===== src/rtl/mem_arb_pkg.sv =====
// Shared types and default widths for the memory-bus arbiter between
// instruction fetch and the load/store unit.
package mem_arb_pkg;

    localparam int ADDR_W_DEF  = 32;
    localparam int DATA_W_DEF  = 32;
    localparam int TIMEOUT_DEF = 255;

    typedef enum logic [1:0] {
        IDLE,
        ISSUE,
        WAIT,
        DONE
    } state_t;

    typedef enum logic {
        OWN_INSTR = 1'b0,
        OWN_DATA  = 1'b1
    } owner_t;

endpackage


===== src/rtl/mem_arb_rr_pick.sv =====
// Two-way round-robin picker: bit 0 is instruction fetch, bit 1 is data.
// On a tie the port that did not win last time gets the grant.
module mem_arb_rr_pick
    import mem_arb_pkg::*;
(
    input  logic [1:0] req_i,
    input  logic       last_grant_i,
    output logic       valid_o,
    output logic       owner_o
);

    always_comb begin
        valid_o = |req_i;
        owner_o = OWN_INSTR;
        case (req_i)
            2'b01:   owner_o = OWN_INSTR;
            2'b10:   owner_o = OWN_DATA;
            2'b11:   owner_o = ~last_grant_i;
            default: owner_o = OWN_INSTR;
        endcase
    end

endmodule


===== src/rtl/mem_arbiter.sv =====
// Shares the memcontrol bus port between fetch and load/store: grant, latch,
// strobe, wait for the bus (with timeout), then a one-cycle ack.
module mem_arbiter
    import mem_arb_pkg::*;
#(
    parameter int ADDR_W  = ADDR_W_DEF,
    parameter int DATA_W  = DATA_W_DEF,
    parameter int TIMEOUT = TIMEOUT_DEF
) (
    input  logic              clk,
    input  logic              rst,
    input  logic              instr_req,
    input  logic [ADDR_W-1:0] instr_addr,
    output logic              instr_ack,
    output logic [DATA_W-1:0] instr_rdata,
    input  logic              data_req,
    input  logic              data_we,
    input  logic [ADDR_W-1:0] data_addr,
    input  logic [DATA_W-1:0] data_wdata,
    output logic              data_ack,
    output logic [DATA_W-1:0] data_rdata,
    output logic              err,
    output logic [ADDR_W-1:0] bus_addr,
    output logic [DATA_W-1:0] bus_wdata,
    output logic              bus_read,
    output logic              bus_write,
    input  logic              bus_busy,
    input  logic [DATA_W-1:0] bus_rdata,
    output logic              grant_data
);

    localparam int CNT_W = $clog2(TIMEOUT + 1);
    localparam logic [CNT_W-1:0] TIMEOUT_CNT = CNT_W'(TIMEOUT);

    state_t            state_q;
    owner_t            owner_q;
    owner_t            last_grant_q;
    logic              we_q;
    logic              err_pend_q;
    logic [CNT_W-1:0]  cnt_q;
    logic [CNT_W-1:0]  cnt_d;
    logic [ADDR_W-1:0] bus_addr_q;
    logic [DATA_W-1:0] bus_wdata_q;
    logic              bus_read_q;
    logic              bus_write_q;
    logic              instr_ack_q;
    logic              data_ack_q;
    logic              err_q;
    logic [DATA_W-1:0] instr_rdata_q;
    logic [DATA_W-1:0] data_rdata_q;

    logic   pick_valid;
    logic   pick_owner_raw;
    owner_t pick_owner;

    mem_arb_rr_pick u_pick (
        .req_i        ({data_req, instr_req}),
        .last_grant_i (last_grant_q),
        .valid_o      (pick_valid),
        .owner_o      (pick_owner_raw)
    );

    assign pick_owner = owner_t'(pick_owner_raw);

    always_comb begin
        cnt_d = (cnt_q == TIMEOUT_CNT) ? cnt_q : cnt_q + CNT_W'(1);
    end

    // Strobes, acks and err default low so every pulse lasts exactly one cycle.
    always_ff @(posedge clk) begin
        if (rst) begin
            state_q       <= IDLE;
            owner_q       <= OWN_INSTR;
            last_grant_q  <= OWN_INSTR;
            we_q          <= 1'b0;
            err_pend_q    <= 1'b0;
            cnt_q         <= '0;
            bus_addr_q    <= '0;
            bus_wdata_q   <= '0;
            bus_read_q    <= 1'b0;
            bus_write_q   <= 1'b0;
            instr_ack_q   <= 1'b0;
            data_ack_q    <= 1'b0;
            err_q         <= 1'b0;
            instr_rdata_q <= '0;
            data_rdata_q  <= '0;
        end else begin
            bus_read_q  <= 1'b0;
            bus_write_q <= 1'b0;
            instr_ack_q <= 1'b0;
            data_ack_q  <= 1'b0;
            err_q       <= 1'b0;
            case (state_q)
                IDLE: begin
                    if (pick_valid) begin
                        owner_q <= pick_owner;
                        if (pick_owner == OWN_DATA) begin
                            bus_addr_q  <= data_addr;
                            bus_wdata_q <= data_wdata;
                            we_q        <= data_we;
                        end else begin
                            bus_addr_q  <= instr_addr;
                            bus_wdata_q <= '0;
                            we_q        <= 1'b0;
                        end
                        state_q <= ISSUE;
                    end
                end
                ISSUE: begin
                    if (!bus_busy) begin
                        bus_read_q  <= ~we_q;
                        bus_write_q <= we_q;
                        cnt_q       <= '0;
                        err_pend_q  <= 1'b0;
                        state_q     <= WAIT;
                    end
                end
                WAIT: begin
                    cnt_q <= cnt_d;
                    if (!bus_busy) begin
                        if (owner_q == OWN_DATA) begin
                            data_rdata_q <= bus_rdata;
                        end else begin
                            instr_rdata_q <= bus_rdata;
                        end
                        state_q <= DONE;
                    end else if (cnt_d == TIMEOUT_CNT) begin
                        err_pend_q <= 1'b1;
                        state_q    <= DONE;
                    end
                end
                DONE: begin
                    instr_ack_q  <= (owner_q == OWN_INSTR);
                    data_ack_q   <= (owner_q == OWN_DATA);
                    err_q        <= err_pend_q;
                    last_grant_q <= owner_q;
                    state_q      <= IDLE;
                end
                default: state_q <= IDLE;
            endcase
        end
    end

    assign instr_ack   = instr_ack_q;
    assign instr_rdata = instr_rdata_q;
    assign data_ack    = data_ack_q;
    assign data_rdata  = data_rdata_q;
    assign err         = err_q;
    assign bus_addr    = bus_addr_q;
    assign bus_wdata   = bus_wdata_q;
    assign bus_read    = bus_read_q;
    assign bus_write   = bus_write_q;
    assign grant_data  = (owner_q == OWN_DATA);

endmodule

===== config.mk =====
export PLATFORM = sky130hd
export DESIGN_NAME = mem_arbiter
export DESIGN_NICKNAME = d
export VERILOG_FILES = /design/src/rtl/mem_arb_pkg.sv /design/src/rtl/mem_arb_rr_pick.sv /design/src/rtl/mem_arbiter.sv
export SDC_FILE = /design/constraint.sdc
export NUM_CORES = 1
export LEC_CHECK = 0
export CORE_MARGIN = 4
export CORE_UTILIZATION = 41
export DETAILED_ROUTE_END_ITERATION = 6
export PLACE_DENSITY = 0.8
export RECOVER_POWER = 50
export SKIP_LAST_GASP = 1
export SLEW_MARGIN = 10
export SYNTH_ARGS = -nofsm -noshare
export SYNTH_HDL_FRONTEND = slang
export SYNTH_HIERARCHICAL = 1
export SYNTH_SLANG_ARGS = --single-unit

===== constraint.sdc =====
create_clock -name clk -period 2.5 [get_ports clk]
set_clock_uncertainty 0.2 [all_clocks]
set_input_delay 0.25 -clock clk [delete_from_list [all_inputs] [get_ports clk]]
set_output_delay 0.25 -clock clk [all_outputs]
set_load 0.01 [all_outputs]

==> impl_metrics.env <==
export IMPL_synth_area_mm2=0.00576
export IMPL_synthArstFlopShare_pct=0
export IMPL_synth_area_per_cell_um2=8.39
export IMPL_netlist_instances=687
export IMPL_cts_tree="built"
export IMPL_start_util_pct=41.7
export IMPL_ant_nets=0
export IMPL_wl_per_cell_um=16.1
export IMPL_synth_seq_area_share_pct=51.1
export IMPL_synth_edf_count=0
export IMPL_ys_flop_type="dfxtp_1"
export IMPL_hold_path_class="in -> reg"
export IMPL_dp_hpwl_mm=12.9
export IMPL_worst_setup_path_end_kind="flop"
export IMPL_drt_iter0_drc=319
export IMPL_antenna_found_initial=0
export IMPL_rows=43
export IMPL_ys_warn_count=6
export IMPL_cts_htree_levels=4
export IMPL_placed_area_mm2=0.00860
export IMPL_worst_slew_pin_slew_ns=0.914
export IMPL_crit_arrival_ns=2.17
export IMPL_leakagePower_nw=3.68
export IMPL_max_slew_margin_rel_pct=39.0
export IMPL_clk_pin_slew_worst_paths_ns=0.06
export IMPL_critPathMaxFanout=9
export IMPL_finalSetupTns_ns=0
export IMPL_whs_ns=0.211
export IMPL_startpoint_type="flop"
export IMPL_rsz0062_at_grt="no"
export IMPL_setup_viol=0
export IMPL_clk_latency_ns=0.41
export IMPL_drc=0
export IMPL_die_area_mm2=0.0160
export IMPL_n_antenna_cell=0
export IMPL_routabilityCongestion=0.850
export IMPL_clock_sinks=147
export IMPL_r2r_slack_ns=0.46
export IMPL_fin_crit_sh_pct=81.5
export IMPL_finalWirelength_mm=18.1
export IMPL_die_width_um=127
export IMPL_grtUsageTotal_pct=22.2
export IMPL_ios=268
export IMPL_synth_nets=827
export IMPL_ir_worst_vdd_mv=0.517
export IMPL_cts_buffers=17
export IMPL_layout_common_cells="169 x nand2_1, 147 x dfxtp_1, 145 x clkdlybuf4s50_1"
export IMPL_post_route_min_period_ns=2.04
export IMPL_grt_start_max_net_pins=53
export IMPL_worstSetupPathType="reg -> reg"
export IMPL_synth_seq_cells=147
export IMPL_grt_remaining_overflow=0
export IMPL_core_area_mm2=0.0138
export IMPL_vias=5715
export IMPL_layout_drive_gt1_share_pct=5.41
export IMPL_cts_root_buf="clkbuf_16"
export IMPL_final_area_mm2=0.00922
export IMPL_layout_commonest_cell="nand2_1"
export IMPL_hold_viol_final=0
export IMPL_slew_viol_final=0
export IMPL_worstPathRequired_ns=2.63
export IMPL_clockBufferDepth=2
export IMPL_grt_pass1_wl_mm=28.4
export IMPL_total_power_w=0.00790
export IMPL_io_buffers=267
export IMPL_cts_resized=0
export IMPL_power_density_mw_per_mm2=857
export IMPL_grt_pass1_vias=5569
export IMPL_max_freq_mhz=491
export IMPL_viasPerCell=5.09
export IMPL_post_cts_repair_setup_buffers=0
export IMPL_die_h_um=127
export IMPL_nNetsFinal=1071
export IMPL_run_status="finished clean"
export IMPL_area_growth_pct=59.9
export IMPL_yosysUniqueCellTypes=44
export IMPL_maxCapViolations=0
export IMPL_firstDrtPassIters=5
-- report_power, final --
part	switching [W]	internal (W)	leakage, nW	total, W
clock	0.000950	0.00178	0.306	0.00273
sequential	0.000170	0.00267	1.20	0.00284
combinational	0.00126	0.00106	2.17	0.00232
total	0.00238	0.00552	3.68	0.00790
-- final cells by class --
class | instances | area [um2]
fillers | 1179 | 4610
clock buffers | 20 | 447
inverters | 5 | 18.8
multi-input cells | 480 | 2590
clock inverters | 10 | 181
well taps | 180 | 225
flip-flops and latches | 147 | 2940
repair buffers | 280 | 2820
-- logic make-up after synthesis --
family / count (synthesis) / synth area share [%]
mux: 34 / 5.90
simple gates: 276 / 20.5
compound gates: 164 / 16.8
buf+inv: 60 / 4.43
flops: 147 / 51.1
fa+ha+maj: 6 / 1.30
-- cells in the mapped netlist, types with 2 or more instances --
| master | number | area, um2 |
|---|---|---|
| inv_1 | 5 | 18.8 |
| mux2i_1 | 34 | 340 |
| buf_1 | 3 | 11.3 |
| nand2_1 | 169 | 634 |
| a211oi_2 | 2 | 25.0 |
| and3_1 | 4 | 25.0 |
| nor3_2 | 2 | 20.0 |
| nand2b_1 | 2 | 12.5 |
| a21oi_1 | 107 | 536 |
| buf_6 | 2 | 22.5 |
| nand3_1 | 42 | 210 |
| and2_1 | 2 | 12.5 |
| dfxtp_1 | 147 | 2940 |
| a31oi_1 | 4 | 25.0 |
| nor2_1 | 38 | 143 |
| o21ai_0 | 4 | 20.0 |
| clkbuf_1 | 40 | 150 |
| nor3b_1 | 3 | 22.5 |
| ha_1 | 6 | 75.1 |
| buf_2 | 9 | 45.0 |
| a211oi_1 | 35 | 263 |
| nor3_1 | 4 | 20.0 |
| a311oi_1 | 2 | 17.5 |
-- worst max-delay path, stage by stage, from the launching register on --
cell      delay (ns)
dfxtp_1         0.39
ha_1            0.29
and2_1          0.25
a211o_1         0.32
nor3_2          0.18
a21oi_2         0.11
a211oi_2        0.21
-- path summary, 6_finish.rpt --
path	end	startpoint	depth (start not counted)
worst min-delay path	bus_wdata[25]	data_wdata[25]	3
worst max register to register	state_q[0]	cnt_q[0]	6
worst min register to register	bus_wdata[10]	bus_wdata[10]	2
worst max-delay path	state_q[0]	cnt_q[0]	6
-- routing by layer --
layer	vias to the layer above	track usage [%]	part of all wire, %	wire [um]
li1	2845	-	-	-
met1	2591	24.8	39	7000
met2	249	37.6	48	8610
met3	30	9.60	11	2050
met4	0	7.95	2.2	399
met5	-	0	0	0
-- what timing repair did --
action / in CTS / in global routing
endpoints found under the setup margin: 0 / 0
hold endpoints to repair: 9 / 0
hold buffers: 1 / 0
-- metrics by stage --
step / setup slack [ns] / cells / util (%)
2_1_floorplan: 0.607 / 687 / -
3_3_place_gp: 0.433 / 1091 / 62.2
3_5_place_dp: 0.363 / 1091 / 62.2
4_1_cts: 0.425 / 1122 / 66.8
5_1_grt: 0.271 / 1122 / 66.7
6_report: 0.463 / 1122 / 66.7
-- sequential cells by signal, summed over array words and instances (netlist names), 2 cells and up --
register and count:
bus_addr 32, bus_wdata 32, cnt_q 8, data_rdata 32, instr_rdata 32, state_q 2
No activity file was read; power rests on OpenSTA's default activity.
